--- config.mk ---
export PLATFORM = sky130hd
export DESIGN_NAME = control_sequencer
export DESIGN_NICKNAME = d
export VERILOG_FILES = /design/src/rtl/control_sequencer.sv
export SDC_FILE = /design/constraint.sdc
export NUM_CORES = 1
export LEC_CHECK = 0
export ABC_CLOCK_PERIOD_IN_PS = 7000
export CAP_MARGIN = 20
export CORE_MARGIN = 2
export CORE_UTILIZATION = 41
export DETAILED_ROUTE_END_ITERATION = 8
export PLACE_DENSITY = 0.88
export REMOVE_ABC_BUFFERS = 1
export SLEW_MARGIN = 20
export SYNTH_ARGS = -nofsm -noshare
export SYNTH_HDL_FRONTEND = slang
export SYNTH_SLANG_ARGS = --single-unit
--- constraint.sdc ---
create_clock -name clk -period 7 [get_ports clk]
set_input_delay 1.75 -clock clk [delete_from_list [all_inputs] [get_ports clk]]
set_output_delay 1.75 -clock clk [all_outputs]
set_load 0.05 [all_outputs]
--- src/rtl/control_sequencer.sv ---
// Hardwired control sequencer for the 32-bit bus CPU.
// Steps fetch T0-T2 and execute T3-T6, decoding the IR read back from the datapath.
module control_sequencer #(
  parameter int OPW  = 5,
  parameter int NREG = 16
) (
  input  logic            clk,
  input  logic            reset,
  input  logic [31:0]     ir,
  input  logic            stop,
  output logic [NREG-1:0] reg_in,
  output logic [NREG-1:0] reg_out,
  output logic            pc_in,
  output logic            pc_out,
  output logic            pc_inc,
  output logic            mar_in,
  output logic            mdr_in,
  output logic            mdr_out,
  output logic            mdr_read,
  output logic            ir_in,
  output logic            y_in,
  output logic            c_out,
  output logic            zlo_in,
  output logic            zhi_in,
  output logic            zlo_out,
  output logic            zhi_out,
  output logic            hi_in,
  output logic            lo_in,
  output logic [OPW-1:0]  op_code,
  output logic            running,
  output logic            illegal
);

  typedef enum logic [3:0] {
    S_IDLE,
    S_T0,
    S_T1,
    S_T2,
    S_T3,
    S_T4,
    S_T5,
    S_T6,
    S_HALTED
  } state_e;

  typedef enum logic [2:0] {
    C_RALU,
    C_IMM,
    C_MD,
    C_UN,
    C_NOP,
    C_HALT,
    C_ILL
  } cls_e;

  localparam logic [OPW-1:0] OP_ADD  = OPW'(3);
  localparam logic [OPW-1:0] OP_AND  = OPW'(5);
  localparam logic [OPW-1:0] OP_OR   = OPW'(6);
  localparam logic [OPW-1:0] OP_ROL  = OPW'(11);
  localparam logic [OPW-1:0] OP_ADDI = OPW'(12);
  localparam logic [OPW-1:0] OP_ANDI = OPW'(13);
  localparam logic [OPW-1:0] OP_ORI  = OPW'(14);
  localparam logic [OPW-1:0] OP_MUL  = OPW'(15);
  localparam logic [OPW-1:0] OP_DIV  = OPW'(16);
  localparam logic [OPW-1:0] OP_NEG  = OPW'(17);
  localparam logic [OPW-1:0] OP_NOT  = OPW'(18);
  localparam logic [OPW-1:0] OP_NOP  = OPW'(26);
  localparam logic [OPW-1:0] OP_HALT = OPW'(27);

  state_e state_q, state_d;
  cls_e   cls;

  logic [OPW-1:0] opc;
  logic [3:0]     ra, rb, rc;
  logic [OPW-1:0] imm_op;
  logic [NREG-1:0] sel_a, sel_b, sel_c;
  logic           is_ralu, is_imm, is_md;
  logic           is_un, is_nop, is_halt;
  logic           unused_ir;

  assign opc = ir[31:32-OPW];
  assign ra  = ir[26:23];
  assign rb  = ir[22:19];
  assign rc  = ir[18:15];

  assign unused_ir = ^ir[14:0];

  assign sel_a = NREG'(1) << ra;
  assign sel_b = NREG'(1) << rb;
  assign sel_c = NREG'(1) << rc;

  assign is_ralu = (opc >= OP_ADD) && (opc <= OP_ROL);
  assign is_imm  = (opc >= OP_ADDI) && (opc <= OP_ORI);
  assign is_md   = (opc == OP_MUL) || (opc == OP_DIV);
  assign is_un   = (opc == OP_NEG) || (opc == OP_NOT);
  assign is_nop  = (opc == OP_NOP);
  assign is_halt = (opc == OP_HALT);

  always_comb begin
    cls = C_ILL;
    unique case (1'b1)
      is_ralu: cls = C_RALU;
      is_imm:  cls = C_IMM;
      is_md:   cls = C_MD;
      is_un:   cls = C_UN;
      is_nop:  cls = C_NOP;
      is_halt: cls = C_HALT;
      default: cls = C_ILL;
    endcase
  end

  // Immediate forms reuse the ALU codes of their register twins.
  always_comb begin
    imm_op = opc;
    unique case (opc)
      OP_ADDI: imm_op = OP_ADD;
      OP_ANDI: imm_op = OP_AND;
      OP_ORI:  imm_op = OP_OR;
      default: imm_op = opc;
    endcase
  end

  always_ff @(posedge clk) begin
    if (reset) begin
      state_q <= S_IDLE;
    end else begin
      state_q <= state_d;
    end
  end

  always_comb begin
    state_d = state_q;
    unique case (state_q)
      S_IDLE: begin
        if (!stop) state_d = S_T0;
      end
      S_T0: state_d = S_T1;
      S_T1: state_d = S_T2;
      S_T2: state_d = S_T3;
      S_T3: begin
        unique case (cls)
          C_RALU, C_IMM,
          C_MD, C_UN: state_d = S_T4;
          C_HALT:     state_d = S_HALTED;
          default:    state_d = S_IDLE;
        endcase
      end
      S_T4: begin
        if (cls == C_UN) state_d = S_IDLE;
        else             state_d = S_T5;
      end
      S_T5: begin
        if (cls == C_MD) state_d = S_T6;
        else             state_d = S_IDLE;
      end
      S_T6:     state_d = S_IDLE;
      S_HALTED: state_d = S_HALTED;
      default:  state_d = S_IDLE;
    endcase
  end

  always_comb begin
    reg_in   = '0;
    reg_out  = '0;
    pc_in    = 1'b0;
    pc_out   = 1'b0;
    pc_inc   = 1'b0;
    mar_in   = 1'b0;
    mdr_in   = 1'b0;
    mdr_out  = 1'b0;
    mdr_read = 1'b0;
    ir_in    = 1'b0;
    y_in     = 1'b0;
    c_out    = 1'b0;
    zlo_in   = 1'b0;
    zhi_in   = 1'b0;
    zlo_out  = 1'b0;
    zhi_out  = 1'b0;
    hi_in    = 1'b0;
    lo_in    = 1'b0;
    op_code  = '0;
    running  = 1'b0;
    illegal  = 1'b0;
    unique case (state_q)
      S_T0: begin
        running = 1'b1;
        pc_out  = 1'b1;
        mar_in  = 1'b1;
        pc_inc  = 1'b1;
        zlo_in  = 1'b1;
      end
      S_T1: begin
        running  = 1'b1;
        zlo_out  = 1'b1;
        pc_in    = 1'b1;
        mdr_read = 1'b1;
        mdr_in   = 1'b1;
      end
      S_T2: begin
        running = 1'b1;
        mdr_out = 1'b1;
        ir_in   = 1'b1;
      end
      S_T3: begin
        running = 1'b1;
        unique case (cls)
          C_RALU, C_IMM: begin
            reg_out = sel_b;
            y_in    = 1'b1;
          end
          C_MD: begin
            reg_out = sel_a;
            y_in    = 1'b1;
          end
          C_UN: begin
            reg_out = sel_b;
            op_code = opc;
            zlo_in  = 1'b1;
          end
          C_ILL:   illegal = 1'b1;
          default: ;
        endcase
      end
      S_T4: begin
        running = 1'b1;
        unique case (cls)
          C_RALU: begin
            reg_out = sel_c;
            op_code = opc;
            zlo_in  = 1'b1;
          end
          C_IMM: begin
            c_out   = 1'b1;
            op_code = imm_op;
            zlo_in  = 1'b1;
          end
          C_MD: begin
            reg_out = sel_b;
            op_code = opc;
            zlo_in  = 1'b1;
            zhi_in  = 1'b1;
          end
          C_UN: begin
            zlo_out = 1'b1;
            reg_in  = sel_a;
          end
          default: ;
        endcase
      end
      S_T5: begin
        running = 1'b1;
        zlo_out = 1'b1;
        if (cls == C_MD) lo_in = 1'b1;
        else             reg_in = sel_a;
      end
      S_T6: begin
        running = 1'b1;
        zhi_out = 1'b1;
        hi_in   = 1'b1;
      end
      default: ;
    endcase
  end

endmodule
-- Word-level counts from Yosys, hierarchy flattened
Index checks and enable logic that the tools add are counted.
- order comparisons: 4
- eq/ne operators: 23
- shift operators: 3
- mux-type cells: 33
- reduce and logical (&&, ||, !) cells: 12
- operators with widths (operator ; number):
    $pmux 16 s2 ; 4
    $shl 1x4->16 const A ; 3
    $mux 16 ; 2
    $pmux 4 s8 ; 1
    $eq 5x5->1 const B ; 5
    $eq 5x4->1 const B ; 4
    $pmux 5 s2 ; 2
    $pmux 3 s6 ; 1
    $eq 4x3->1 const B ; 4
    $mux 1 ; 15
    $pmux 5 s3 ; 1
    $le 5x4->1 const B ; 2
    $eq 4x2->1 const B ; 2
    $pmux 4 s2 ; 1
    $reduce_or 7->1 ; 1
    $eq 3x2->1 const B ; 2
    $eq 3x3->1 const B ; 2
    $mux 3 ; 2
    $reduce_or 3->1 ; 2
    $ge 5x2->1 const B ; 1
    $ge 5x4->1 const B ; 1
    $mux 5 ; 1
    $eq 4x1->1 const B ; 1
    $eq 4x4->1 const B ; 1
    other kinds (11) ; 14
- register bits: 4
- bits of input ports: 35
- output and inout bits: 55
- logic and storage cells: 76

-- Depth between registers and ports, before layout
- depth after elaboration: 7
- gate-level depth with buffers: 8
- mapped depth without buffers: 6

-- Least setup slack after synthesis
Ideal clock, no wire load.
- path type: input to output
- start: input ir[27]
- end: output reg_out[13]
- data arrival time: 4604 ps
- data required time: 5250 ps
- slack: 646 ps
- stages: 6
- buffers on the path: 2
- cell sequence: buf_2 > nor2_1 > a2bb2oi_2 > or3_1 > clkbuf_1 > o311ai_0
- word-level cells in the longest chain between the ends: 7
- elaborated cells between the ends (all ways): 23
- classes of those cells: order compare (4); eq/ne (9); mux (4); reduce/logical (6)
- ends and longest elaborated chain (item ; RTL line ; RTL):
    start: declaration ; 9 ; input logic [31:0] ir,
    $ge 5x4->1 (tied with other cells) ; 93 ; assign is_imm = (opc >= OP_ADDI) && (opc <= OP_ORI);
    $logic_and 1x1->1 (tied with other cells) ; 93 ;
    $pmux 3 s6 * ; 101 ; unique case (1'b1)
    $eq 3x2->1 (tied with other cells) ; 206 ; unique case (cls)
    $reduce_or 3->1 (no line) ; -- ;
    $pmux 16 s2 ; 206 ;
    $pmux 16 s2 * ; 184 ; unique case (state_q)
    end: declaration ; 12 ; output logic [NREG-1:0] reg_out,
Every way passes the cells marked *; elsewhere a longest branch is shown, timed or not.

-- Worst setup path after layout
- start: input ir[28]
- end: output op_code[2]
- word-level cells in the longest chain between the ends: 7
- elaborated cells between the ends (all ways): 27
- classes of those cells: order compare (4); eq/ne (12); mux (5); reduce/logical (6)
- ends and longest elaborated chain (item ; RTL line ; RTL):
    $ge 5x4->1 (tied with other cells) ; 93 ;
    $logic_and 1x1->1 (tied with other cells) ; 93 ;
    $pmux 3 s6 ; 101 ;
    $eq 3x2->1 / $logic_not 3->1 (equally long branches) ; 226 ; unique case (cls)
    $reduce_or 2->1 (no line) ; -- ;
    $pmux 5 s2 ; 226 ;
    $pmux 5 s2 * ; 184 ;
    end: declaration ; 29 ; output logic [OPW-1:0] op_code,
Marked as above.

==> out/results.ini <==
[yosys]
synth_simple_gate_area_frac=0.544
synth_top_family_by_area=simple AND/OR/NAND/NOR gates
synth_xor_xnor_area_share=0.00602
synthTopCellsByArea=nor3_1 (11%), nor4_1 (10%), nand2b_1 (6.0%)
synth-compound-area-share=0.273
synthTopCellsByCount=nor3_1 (31), nor4_1 (24), nand2_1 (23)
synth_fa_ha_area_frac=0.00688
seq_area_frac_synth=0.0550
ys_ff_latch=4
synth.most_common_cell=nor3_1
synth-edff-count=0
ys.flop_type=dfxtp_1
async_flop_share=0
postSynthCellCount=245
syn_area_per_cell_um2=5.94
yosys_warnings=0
synth_cell_types=46
synthMuxAreaShare=0.00774
synth_top_cell_by_area=nor3_1
yosysTopAreaCellShare=0.107
syn-cell-area_um2=1460

[detailed_routing]
drt-initial-drc-count=150
drc=0
viasPerCell=6.08
finalWirelength_um=5160
first_pass_iters=4
ant_nets=0
wl_per_cell_um=15.1
num_vias=2078

[job]
cap_violations=0

[worst_hold_path]
hp-class=reg2reg
hold_depth=1

[power_and_ir_drop]
peakVddDrop_v=0.0000405
p_per_area_nw_per_um2=83.0
cellLeakagePower_nw=0.662

[clock_network]
cts_resized=0
cts_setup_buffers=0
hold_buffers=0
cts_sinks=4
worstSkewPairLatency_ns=0.24
cts_buffers=3
clkTransAtPathRegs_ns=0.04
cts_tree=yes
cts_buffer_depth=2
htreeDepth=1
cts_root_buf=clkbuf_4

[worst_setup_path]
cp_data_arrival_time_ns=4.78
path_max_fanout=11
worstPathRequired_ns=5.25
crit_type=in2out
crit_path_start_kind=input pin
ff2ff_path_depth=4
crit_path_end_kind=output pin

[finish]
largest_reg_flops=4
regMostFlops=state_q
reg_top3=state_q x4
area_delta_synth_final_pct=47.7
final_nets=333
diodes=0
drive_above_1_share=0.108

[sta]
post-route-period-util=0.933
hold_viol_final=0
drv_slew=0
clock_skew_ns=0.00493
finalCriticalPeriod_ns=6.53
fmax_ghz=0.153
rsz0062_at_grt=false
finalSetupViolCount=0
layout_setup_ws_ns=0.467
setup_tns_ns=0
tightestPinTransition_ns=0.849
slew_headroom=0.434

[placed_design]
place.gp.congestion=0.930
dp_slack_ns=0.464
hpwl_um=3910
io_buffers=74

[die]
rows=21
core-area_um2=3360
die_x_um=63.6
start_util=0.433
dieArea_um2=4040
die_h_um=63.6
io_pins=90

[grt]
grtUsageTotal=0.246
grt_start_max_net_pins=26
first_global_vias=1820
antenna_found_initial=0
grt-ovfl-total=0
grt_pass1_wl_um=8290

[outcome]
status=finished, final reports clean

==> where the power goes <==
part           switching [W]  leakage (nW)  internal, W  total [W]
clock              0.0000103        0.0138    0.0000192  0.0000295
sequential        0.00000650        0.0327    0.0000246  0.0000311
combinational      0.0000761         0.616    0.0000416   0.000118
==> cell type report <==
cell class,count,area [um2]
Multi-Input combinational cell,207,1230
Sequential cell,4,80.1
Tap cell,46,57.6
Inverter,2,7.51
Fill cell,329,1210
Clock buffer,3,22.5
Timing Repair Buffer,80,756
==> cell families after synthesis <==
family | after synthesis
buffers and inverters | 34
flip-flops | 4
XOR/XNOR | 1
AND/OR/NAND/NOR | 146
adder cells (fa/ha/maj) | 1
AO/OA/AOI/OAI | 58
multiplexers | 1
==> stage by stage <==
step / hold slack (ns) / cell area, um2 / utilization / power, W / instances
after floorplan: 0.551 / 1310 / - / 0.0000994 / 213
after global placement: 0.616 / 2120 / 0.631 / 0.000145 / 339
after CTS: 0.617 / 2140 / 0.637 / 0.000176 / 342
final: 0.615 / 2150 / 0.639 / 0.000178 / 342
after global routing: 0.698 / 2150 / 0.639 / 0.000188 / 342
after detailed placement: 0.612 / 2120 / 0.631 / 0.000147 / 339
==> worst max-delay path, stage by stage <==
cell and delay (ns):
clkdlybuf4s50_1 0.70, a211oi_1 0.28, or3b_2 0.49, a211oi_1 0.52, and3_1 0.24, clkdlybuf4s50_1 0.80
==> cell usage in the layout, fill, tap and decap left out, drive strengths merged, types with 2 or more instances in the layout <==
master          n
a211oi          4
a21oi           9
a2bb2oi         3
a31oi           2
and2            5
and3            3
buf            18
clkbuf          3
clkdlybuf4s50  62
dfxtp           4
inv             2
nand2          23
nand2b         14
nand3           7
nand4           3
nor2           14
nor2b           5
nor3           31
nor4           24
nor4b           2
o211ai          5
o21ai          16
o221ai          4
o311ai          4
o31ai           3
or2             6
or3             3
or4             3
==> final timing paths <==
kind,end,startpoint,slack (ns)
setup / recovery,op_code[2],ir[28],0.47
hold / removal,state_q[1]$_SDFFE_PP0P_,state_q[2]$_SDFFE_PP0P_,0.62
hold reg to reg,state_q[1]$_SDFFE_PP0P_,state_q[2]$_SDFFE_PP0P_,0.62
setup reg to reg,state_q[3]$_SDFFE_PP0P_,state_q[2]$_SDFFE_PP0P_,5.07
==> metal layers <==
metal,wire length (um),track usage
met5,0,0
met4,60,0.0598
met3,440,0.0357
met2,2390,0.412
met1,2270,0.329
Power figures use the tool's default switching activity.
